## config.mk

```make
export PLATFORM = sky130hd
export DESIGN_NAME = xalu_ise_rsp_flat
export DESIGN_NICKNAME = d
export VERILOG_FILES = /design/src/rtl/xalu_ise_pkg.sv /design/src/rtl/xalu_ise_rsp_if.sv /design/src/rtl/xalu_ise_rsp_fifo.sv /design/src/rtl/xalu_ise_rsp.sv /design/src/flat_wrapper.sv
export SDC_FILE = /design/constraint.sdc
export NUM_CORES = 1
export LEC_CHECK = 0
export ABC_AREA = 1
export CORE_UTILIZATION = 55
export CTS_BUF_LIST = sky130_fd_sc_hd__clkbuf_16
export DETAILED_ROUTE_END_ITERATION = 7
export PLACE_DENSITY = 0.86
export SKIP_LAST_GASP = 1
export SYNTH_ARGS = -nofsm -noshare
export SYNTH_HDL_FRONTEND = slang
export SYNTH_SLANG_ARGS = --single-unit
export TNS_END_PERCENT = 5
```

## constraint.sdc

```tcl
create_clock -name ise_clk -period 2.6 [get_ports ise_clk]
set_input_delay 0.39 -clock ise_clk [delete_from_list [all_inputs] [get_ports ise_clk]]
set_output_delay 0.39 -clock ise_clk [all_outputs]
set_load 0.05 [all_outputs]
```

## src/rtl/xalu_ise_pkg.sv

```systemverilog
// Shared types for the ISE response stage: entry layout, default widths and FSM state encoding.
package xalu_ise_pkg;

    localparam int TAG_W_DEF  = 5;
    localparam int DATA_W_DEF = 64;

    typedef struct packed {
        logic [DATA_W_DEF-1:0] data;
        logic [TAG_W_DEF-1:0]  tag;
        logic                  err;
    } ise_entry_t;

    typedef enum logic [1:0] {
        ST_IDLE   = 2'd0,
        ST_ACTIVE = 2'd1,
        ST_FULL   = 2'd2
    } rsp_state_e;

endpackage

```

## src/rtl/xalu_ise_rsp_if.sv

```systemverilog
// Issue-side request and writeback-side handshake bundle of the ISE response stage.
interface xalu_ise_rsp_if
    import xalu_ise_pkg::*;
#(
    parameter int TAG_W  = TAG_W_DEF,
    parameter int DATA_W = DATA_W_DEF
);
    logic              in_req;
    logic              in_oval;
    logic [DATA_W-1:0] in_data;
    logic [TAG_W-1:0]  in_tag;
    logic              in_rdy;
    logic              wb_val;
    logic              wb_rdy;
    logic [DATA_W-1:0] wb_data;
    logic [TAG_W-1:0]  wb_tag;
    logic              wb_err;

    // Core side: issues requests and consumes writebacks.
    modport master (
        output in_req, in_oval, in_data, in_tag, wb_rdy,
        input  in_rdy, wb_val, wb_data, wb_tag, wb_err
    );

    // Response stage side.
    modport slave (
        input  in_req, in_oval, in_data, in_tag, wb_rdy,
        output in_rdy, wb_val, wb_data, wb_tag, wb_err
    );
endinterface

```

## src/rtl/xalu_ise_rsp_fifo.sv

```systemverilog
// Generic in-order FIFO: wrap-bit pointers, zero-reset storage, occupancy derived from pointer difference.
module xalu_ise_rsp_fifo #(
    parameter  int DEPTH = 2,
    parameter  int WIDTH = 8,
    localparam int AW    = $clog2(DEPTH),
    localparam int CW    = AW + 1
) (
    input  logic             clk,
    input  logic             rst_n,
    input  logic             i_clr,
    input  logic             i_push,
    input  logic             i_pop,
    input  logic [WIDTH-1:0] i_din,
    output logic [WIDTH-1:0] o_dout,
    output logic [CW-1:0]    o_count
);

    logic [CW-1:0]    r_wr_ptr;
    logic [CW-1:0]    r_rd_ptr;
    logic [WIDTH-1:0] r_mem [DEPTH];

    always_ff @(posedge clk or negedge rst_n) begin
        if (!rst_n) begin
            r_wr_ptr <= '0;
            r_rd_ptr <= '0;
        end else if (i_clr) begin
            r_wr_ptr <= '0;
            r_rd_ptr <= '0;
        end else begin
            if (i_push) r_wr_ptr <= r_wr_ptr + CW'(1);
            if (i_pop)  r_rd_ptr <= r_rd_ptr + CW'(1);
        end
    end

    // Each slot resets to zero so a freshly reset stage never exposes stale results.
    generate
        for (genvar gi = 0; gi < DEPTH; gi++) begin : g_slot
            always_ff @(posedge clk or negedge rst_n) begin
                if (!rst_n)
                    r_mem[gi] <= '0;
                else if (i_push && !i_clr && (r_wr_ptr[AW-1:0] == AW'(gi)))
                    r_mem[gi] <= i_din;
            end
        end
    endgenerate

    assign o_dout  = r_mem[r_rd_ptr[AW-1:0]];
    // DEPTH is a power of two, so the wrap-bit difference is the exact occupancy.
    assign o_count = r_wr_ptr - r_rd_ptr;

endmodule

```

## src/rtl/xalu_ise_rsp.sv

```systemverilog
// ISE response stage: captures datapath results/illegal-encoding flags with their tag and returns them in order.
// Optional same-cycle bypass when empty: define XALU_ISE_RSP_BYPASS_EN.
module xalu_ise_rsp
    import xalu_ise_pkg::*;
#(
    parameter  int DEPTH  = 2,
    parameter  int TAG_W  = TAG_W_DEF,
    parameter  int DATA_W = DATA_W_DEF,
    localparam int CW     = $clog2(DEPTH) + 1
) (
    input  logic          ise_clk,
    input  logic          ise_rst,
    input  logic          ise_flush,
    xalu_ise_rsp_if.slave bus,
    output logic [CW-1:0] count
);

    localparam int EW = DATA_W + TAG_W + 1;
    localparam logic [1:0] S_IDLE   = ST_IDLE;
    localparam logic [1:0] S_ACTIVE = ST_ACTIVE;
    localparam logic [1:0] S_FULL   = ST_FULL;

    logic [1:0]        r_state;
    logic [1:0]        w_state_next;
    logic              w_in_rdy;
    logic              w_fifo_val;
    logic              w_bypass;
    logic              w_push;
    logic              w_pop;
    logic [DATA_W-1:0] w_in_data;
    logic [EW-1:0]     w_din;
    logic [EW-1:0]     w_dout;
    logic [CW-1:0]     w_count;
    logic              w_wb_val;
    logic [DATA_W-1:0] w_wb_data;
    logic [TAG_W-1:0]  w_wb_tag;
    logic              w_wb_err;

    // Ready and valid decode straight from the state register; no input reaches them combinationally.
    assign w_in_rdy   = (r_state != S_FULL);
    assign w_fifo_val = (r_state != S_IDLE);

    // Illegal encodings carry a zero payload so writeback never sees garbage data.
    assign w_in_data = bus.in_oval ? bus.in_data : '0;
    assign w_din     = {w_in_data, bus.in_tag, !bus.in_oval};

`ifdef XALU_ISE_RSP_BYPASS_EN
    assign w_bypass = !w_fifo_val && bus.wb_rdy && !ise_flush;
`else
    assign w_bypass = 1'b0;
`endif

    assign w_push = bus.in_req && w_in_rdy && !ise_flush && !w_bypass;
    assign w_pop  = w_fifo_val && bus.wb_rdy && !ise_flush;

    xalu_ise_rsp_fifo #(
        .DEPTH (DEPTH),
        .WIDTH (EW)
    ) u_fifo (
        .clk     (ise_clk),
        .rst_n   (ise_rst),
        .i_clr   (ise_flush),
        .i_push  (w_push),
        .i_pop   (w_pop),
        .i_din   (w_din),
        .o_dout  (w_dout),
        .o_count (w_count)
    );

    always_comb begin
        w_state_next = r_state;
        case (r_state)
            S_IDLE: begin
                if (w_push) w_state_next = S_ACTIVE;
            end
            S_ACTIVE: begin
                if (w_push && !w_pop && (w_count == CW'(DEPTH - 1)))
                    w_state_next = S_FULL;
                else if (w_pop && !w_push && (w_count == CW'(1)))
                    w_state_next = S_IDLE;
            end
            S_FULL: begin
                if (w_pop) w_state_next = S_ACTIVE;
            end
            default: w_state_next = S_IDLE;
        endcase
        if (ise_flush) w_state_next = S_IDLE;
    end

    always_ff @(posedge ise_clk or negedge ise_rst) begin
        if (!ise_rst) r_state <= S_IDLE;
        else          r_state <= w_state_next;
    end

    // Head fields are gated by valid so an empty stage presents all-zero writeback fields.
    always_comb begin
        w_wb_val  = w_fifo_val;
        w_wb_data = w_fifo_val ? w_dout[EW-1 -: DATA_W] : '0;
        w_wb_tag  = w_fifo_val ? w_dout[TAG_W:1] : '0;
        w_wb_err  = w_fifo_val && w_dout[0];
        if (w_bypass) begin
            w_wb_val  = bus.in_req;
            w_wb_data = bus.in_req ? w_in_data : '0;
            w_wb_tag  = bus.in_req ? bus.in_tag : '0;
            w_wb_err  = bus.in_req && !bus.in_oval;
        end
    end

    assign bus.in_rdy  = w_in_rdy;
    assign bus.wb_val  = w_wb_val;
    assign bus.wb_data = w_wb_data;
    assign bus.wb_tag  = w_wb_tag;
    assign bus.wb_err  = w_wb_err;
    assign count       = w_count;

endmodule

```

## src/flat_wrapper.sv

```systemverilog
// flat-port wrapper written by rule: the top's interface ports become plain ports
module xalu_ise_rsp_flat import xalu_ise_pkg::*;
#(
    parameter  int DEPTH  = 2,
    parameter  int TAG_W  = TAG_W_DEF,
    parameter  int DATA_W = DATA_W_DEF,
    localparam int CW     = $clog2(DEPTH) + 1
)
  (ise_clk, ise_rst, ise_flush, count, bus_in_req, bus_in_oval, bus_in_data, bus_in_tag, bus_wb_rdy, bus_in_rdy, bus_wb_val, bus_wb_data, bus_wb_tag, bus_wb_err);
  xalu_ise_rsp_if #(.TAG_W(TAG_W), .DATA_W(DATA_W)) bus_i ();
  input  logic ise_clk;
  input  logic ise_rst;
  input  logic ise_flush;
  output logic [CW-1:0] count;
  input wire logic [$bits(bus_i.in_req)-1:0] bus_in_req;
  input wire logic [$bits(bus_i.in_oval)-1:0] bus_in_oval;
  input wire logic [$bits(bus_i.in_data)-1:0] bus_in_data;
  input wire logic [$bits(bus_i.in_tag)-1:0] bus_in_tag;
  input wire logic [$bits(bus_i.wb_rdy)-1:0] bus_wb_rdy;
  output wire logic [$bits(bus_i.in_rdy)-1:0] bus_in_rdy;
  output wire logic [$bits(bus_i.wb_val)-1:0] bus_wb_val;
  output wire logic [$bits(bus_i.wb_data)-1:0] bus_wb_data;
  output wire logic [$bits(bus_i.wb_tag)-1:0] bus_wb_tag;
  output wire logic [$bits(bus_i.wb_err)-1:0] bus_wb_err;
  assign bus_i.in_req = bus_in_req;
  assign bus_i.in_oval = bus_in_oval;
  assign bus_i.in_data = bus_in_data;
  assign bus_i.in_tag = bus_in_tag;
  assign bus_i.wb_rdy = bus_wb_rdy;
  assign bus_in_rdy = bus_i.in_rdy;
  assign bus_wb_val = bus_i.wb_val;
  assign bus_wb_data = bus_i.wb_data;
  assign bus_wb_tag = bus_i.wb_tag;
  assign bus_wb_err = bus_i.wb_err;
  xalu_ise_rsp #(.DEPTH(DEPTH), .TAG_W(TAG_W), .DATA_W(DATA_W)) u_core (.ise_clk(ise_clk), .ise_rst(ise_rst), .ise_flush(ise_flush), .bus(bus_i), .count(count));
endmodule
```

==> Implementation_results.wiki, run 1 <==
{| class="wikitable"
! Metric !! Value
|-
| Nature of the critical path endpoint || output port
|-
| Half-perimeter wire length after placement || 10730 um
|-
| RR Startpoint || u_core.r_state[1]
|-
| Worst IR Drop VDD || 0.5471 mV
|-
| Inserted Diodes || 0
|-
| Layout net count || 1009
|-
| Net Sw Power || 2.532 mW
|-
| Post CTS Setup Buffer Count || 0
|-
| Transition time at the pin with the least slew margin || 0.7809 ns
|-
| Sum of overflow across all layers after global routing || 0
|-
| Vias in the first global route || between 5k and 6k
|-
| Std-Cell Rows || 40
|-
| Clock share of power || 32.8%
|-
| Input/output buffers || 148
|-
| Die width || 113.0 um
|-
| Cts bufs inserted || 17
|-
| Buffer depth of the longest clock path || 2
|-
| Internal power consumption || roughly 5.2 mW
|-
| # clock sinks || 146
|-
| Number of levels the H-tree was split into || 4
|-
| Worst skew pair latency || around 0.42 ns
|-
| Top delay family on crit path || buffers and inverters
|-
| Power per Cell Area || 806.3 nW/um^2
|-
| Final number of hold-violating endpoints || 0
|-
| Cell count of the worst reg-to-reg path || 9
|-
| Fin Clk Skew || 0.01411 ns
|-
| Fraction of power spent switching nets || 32.76%
|-
| Sequential Power Share || 37.3%
|-
| Hold/Removal Path Class || register to register
|-
| Startpoint of the most critical setup path || u_core.r_state[1]
|-
| Levels on crit path || 4
|-
| Hold Crit Depth || 2
|-
| Cell Area, Synth || 6774 um^2
|-
| Element type at the critical path start || register
|-
| Die outline height || 113.0 um
|-
| Crit share post-route || 95.83%
|-
| Number of gates resized after CTS || 0
|-
| EDFF count, synth || 0
|-
| Average detailed-routed wire length per instance || between 15 and 20 um
|-
| Gate Count Post-Synth || 812
|-
| Number of maximum-capacitance constraint violations || 0
|-
| # setup viols final || 0
|-
| Final Critical Period || 2.492 ns
|-
| Maximum fanout along the worst path || 71
|-
| Maximum clock rate || about 400 MHz
|-
| Cell type with the highest aggregate area in the netlist || sky130_fd_sc_hd__dfrtp_1
|-
| RSZ-0062 raised after global routing || false
|-
| Flops & latches, synth || 146
|-
| Clock tree from TritonCTS || done
|-
| Share of power burned in combinational logic || between 30% and 40%
|-
| Starting utilization of the core area || 56.40%
|-
| Maximum number of pins on one net before global-route repair || a little over 70
|-
| Number of synthesis warnings || 0
|-
| Area share of the largest cell type after synthesis || 53.93%
|-
| Antenna violations before repair || 0
|-
| Sequential fraction of the synthesis area || ~54%
|-
| Via total after detailed routing || around 6.1k
|-
| Post-synthesis async set-or-reset flop share || 100.0%
|-
| Worst Hold Launch || u_core.u_fifo.r_mem[50]
|-
| GRT Resource Usage Total || around 29%
|-
| Count of unresolved DRC violations after routing || 0
|-
| Detailed-router iteration count before antenna repair || 6
|-
| Final cell count without fillers || 1093
|-
| Final Wtd Congestion || just over 0.8
|-
| Share of final-layout standard cells stronger than drive strength 1 || 17.44%
|-
| CP cell instances || nor2_4 > buf_4 > a21oi_1 > buf_12
|-
| Relative slew slack || 47.94%
|-
| Critical path data required time || 2.21 ns
|-
| Wire length of the first global-routing pass || around 29000 um
|-
| Number of pins exceeding their max-slew limit in the final report || 0
|-
| Post-Syn Area per Cell || ~8.3 um^2
|-
| Run status || completed
|-
| Cell with the biggest individual delay on the critical path || sky130_fd_sc_hd__buf_4
|-
| Cell leakage power || 4.222 nW
|-
| Buffer and inverter count on the worst path || 2
|-
| Clock slew at the register clock pins of the worst setup and hold paths || 0.07 ns
|-
| DR iter-0 viols || a little under 600
|-
| Routed wire length || between 15000 and 20000 um
|-
| Die Outline Area || 12760 um^2
|-
| Total Neg Setup Slack || 0 ns
|-
| Count of distinct cell types in the synthesized netlist || 20
|-
| Ports || around 150
|-
| Biggest area contributors in the synthesized netlist || sky130_fd_sc_hd__dfrtp_1, sky130_fd_sc_hd__nand2_1, sky130_fd_sc_hd__o21ai_1, sky130_fd_sc_hd__a21oi_1, sky130_fd_sc_hd__o21ai_2
|-
| Mean number of vias per cell || 5.573
|-
| Crit Path Class || register to output port
|-
| Floorplan Core Area || around 12000 um^2
|-
| Placed Instances || about 1.1k
|-
| Biggest cell delay along the critical path || ~0.63 ns
|-
| Area added between synthesis and finish || 41.54%
|-
| Data arrival, critical path || 2.10 ns
|-
| Leading register cell type out of synthesis || sky130_fd_sc_hd__dfrtp_1
|-
| Clock Root Buffer || sky130_fd_sc_hd__clkbuf_16
|-
| Antenna violation net count after detailed routing || 0
|-
| Post-Synthesis Net Count || 888
|}
## power by group through the flow
stage / clock network [mW] / registers [mW] / logic, mW
2_1_floorplan: 0 / 2.84 / 1.35
3_3_place_gp: 0 / 2.88 / 2.26
3_5_place_dp: 0 / 2.89 / 2.31
4_1_cts: 2.56 / 2.87 / 2.33
5_1_grt: 2.66 / 2.92 / 2.47
6_report: 2.53 / 2.88 / 2.32
## metrics by stage
step / power (mW) / area (um^2) / util, % / hold WS (ns) / setup WS (ns)
detailed placement: 5.198 / 8961 / 74.60 / 0.3793 / 0.5689
floorplan: 4.183 / 6774 / - / 0.09441 / 0.4886
global placement: 5.133 / 8961 / 74.60 / 0.3746 / 0.6072
finish: 7.731 / 9588 / 79.82 / 0.4845 / 0.1084
global route: 8.050 / 9588 / 79.82 / 0.5047 / 0.006211
CTS: 7.765 / 9588 / 79.82 / 0.4751 / 0.1145
## synthesized netlist by cell type (2+ instances only)
| master | count |
|---|---|
| sky130_fd_sc_hd__a21oi_1 | 72 |
| sky130_fd_sc_hd__buf_2 | 2 |
| sky130_fd_sc_hd__buf_6 | 19 |
| sky130_fd_sc_hd__clkbuf_1 | 38 |
| sky130_fd_sc_hd__dfrtp_1 | 146 |
| sky130_fd_sc_hd__inv_1 | 14 |
| sky130_fd_sc_hd__inv_2 | 2 |
| sky130_fd_sc_hd__nand2_1 | 351 |
| sky130_fd_sc_hd__nand2_2 | 9 |
| sky130_fd_sc_hd__nand2_4 | 4 |
| sky130_fd_sc_hd__nand3_1 | 2 |
| sky130_fd_sc_hd__nor2_1 | 2 |
| sky130_fd_sc_hd__o21ai_0 | 4 |
| sky130_fd_sc_hd__o21ai_1 | 111 |
| sky130_fd_sc_hd__o21ai_2 | 31 |
## layout by cell type, fill, tap and decap left out, types with 2 or more instances in the layout
cell type                         Yosys  final
sky130_fd_sc_hd__a21oi_1             72     72
sky130_fd_sc_hd__buf_4                0      6
sky130_fd_sc_hd__clkinv_2             0      3
sky130_fd_sc_hd__o21ai_0              4      4
sky130_fd_sc_hd__dfrtp_1            146    145
sky130_fd_sc_hd__inv_2                2      2
sky130_fd_sc_hd__o21ai_2             31     31
sky130_fd_sc_hd__o21ai_1            111    111
sky130_fd_sc_hd__clkinvlp_4           0      3
sky130_fd_sc_hd__inv_1               14     14
sky130_fd_sc_hd__buf_12               0     78
sky130_fd_sc_hd__clkbuf_16            0     17
sky130_fd_sc_hd__clkinv_4             0      3
sky130_fd_sc_hd__nand2_4              4      4
sky130_fd_sc_hd__nor2_1               2      2
sky130_fd_sc_hd__nand3_1              2      2
sky130_fd_sc_hd__nand2_2              9      9
sky130_fd_sc_hd__nand2_1            351    351
sky130_fd_sc_hd__bufinv_16            0      4
sky130_fd_sc_hd__clkinv_1             0      2
sky130_fd_sc_hd__clkdlybuf4s50_1      0     74
## logic make-up after synthesis
kind of cell,count (synthesis),synth area share (%)
AO/OA/AOI/OAI,218,17.82
AND/OR/NAND/NOR,372,21.76
buffers and inverters,75,6.299
adder cells (fa/ha/maj),1,0.1847
flip-flops,146,53.93
## layout make-up
type	instances	area [um^2]
sequential	146	3655
fill	720	2424
clock buffer	17	425.4
clock inverter	15	191.4
multi-input combinational	591	2699
timing repair buffer	161	2374
inverter	16	60.06
tap	147	183.9
## registers in the layout, indices dropped and copies added (netlist names)
signal,flops
u_core.u_fifo.r_rd_ptr,2
u_core.r_state,2
u_core.u_fifo.r_mem,140
u_core.u_fifo.r_wr_ptr,2
## worst register-to-register path: stages (launching register included)
cell,delay [ns]
sky130_fd_sc_hd__dfrtp_1,0.46
sky130_fd_sc_hd__nor2_4,0.14
sky130_fd_sc_hd__buf_4,0.64
sky130_fd_sc_hd__nor2_1,0.16
sky130_fd_sc_hd__inv_1,0.11
sky130_fd_sc_hd__nand2_1,0.07
sky130_fd_sc_hd__nand2_1,0.07
sky130_fd_sc_hd__nand2_1,0.06
sky130_fd_sc_hd__nand2_1,0.06
sky130_fd_sc_hd__o21ai_1,0.05
## final timing paths
path | endpoint | slack, ns
worst max register to register | u_core.r_state[0] | 0.68
worst max-delay path | bus_wb_data[16] | 0.11
min in group asynchronous | u_core.u_fifo.r_mem[3] | 0.49
max in group asynchronous | u_core.u_fifo.r_mem[107] | 1.34
worst min-delay path | u_core.u_fifo.r_mem[50] | 0.48
worst min register to register | u_core.u_fifo.r_mem[50] | 0.48
## timing repair
item,4_1_cts,5_1_grt
hold buffers,1,0
setup endpoints to repair,0,0
hold endpoints to repair,54,0
## per-layer routing
metal	global-route usage, %	wire, um
met2	49.55	9152
met1	35.67	6983
met5	0	0
met3	5.892	950
met4	13.07	482
Note: power is estimated with default switching activity, not from simulation.
==> inputs of run 2 (changes only) <==
--- a/config.mk
+++ b/config.mk
@@ -8,9 +8,11 @@
 export ABC_AREA = 1
 export CORE_UTILIZATION = 55
 export CTS_BUF_LIST = sky130_fd_sc_hd__clkbuf_16
+export CTS_CLUSTER_SIZE = 14
 export DETAILED_ROUTE_END_ITERATION = 7
 export PLACE_DENSITY = 0.86
 export SKIP_LAST_GASP = 1
+export SLEW_MARGIN = 10
 export SYNTH_ARGS = -nofsm -noshare
 export SYNTH_HDL_FRONTEND = slang
 export SYNTH_SLANG_ARGS = --single-unit
==> results of run 2 <==
Same layout as run 1: the final DEF is identical, and so are final timing and power.
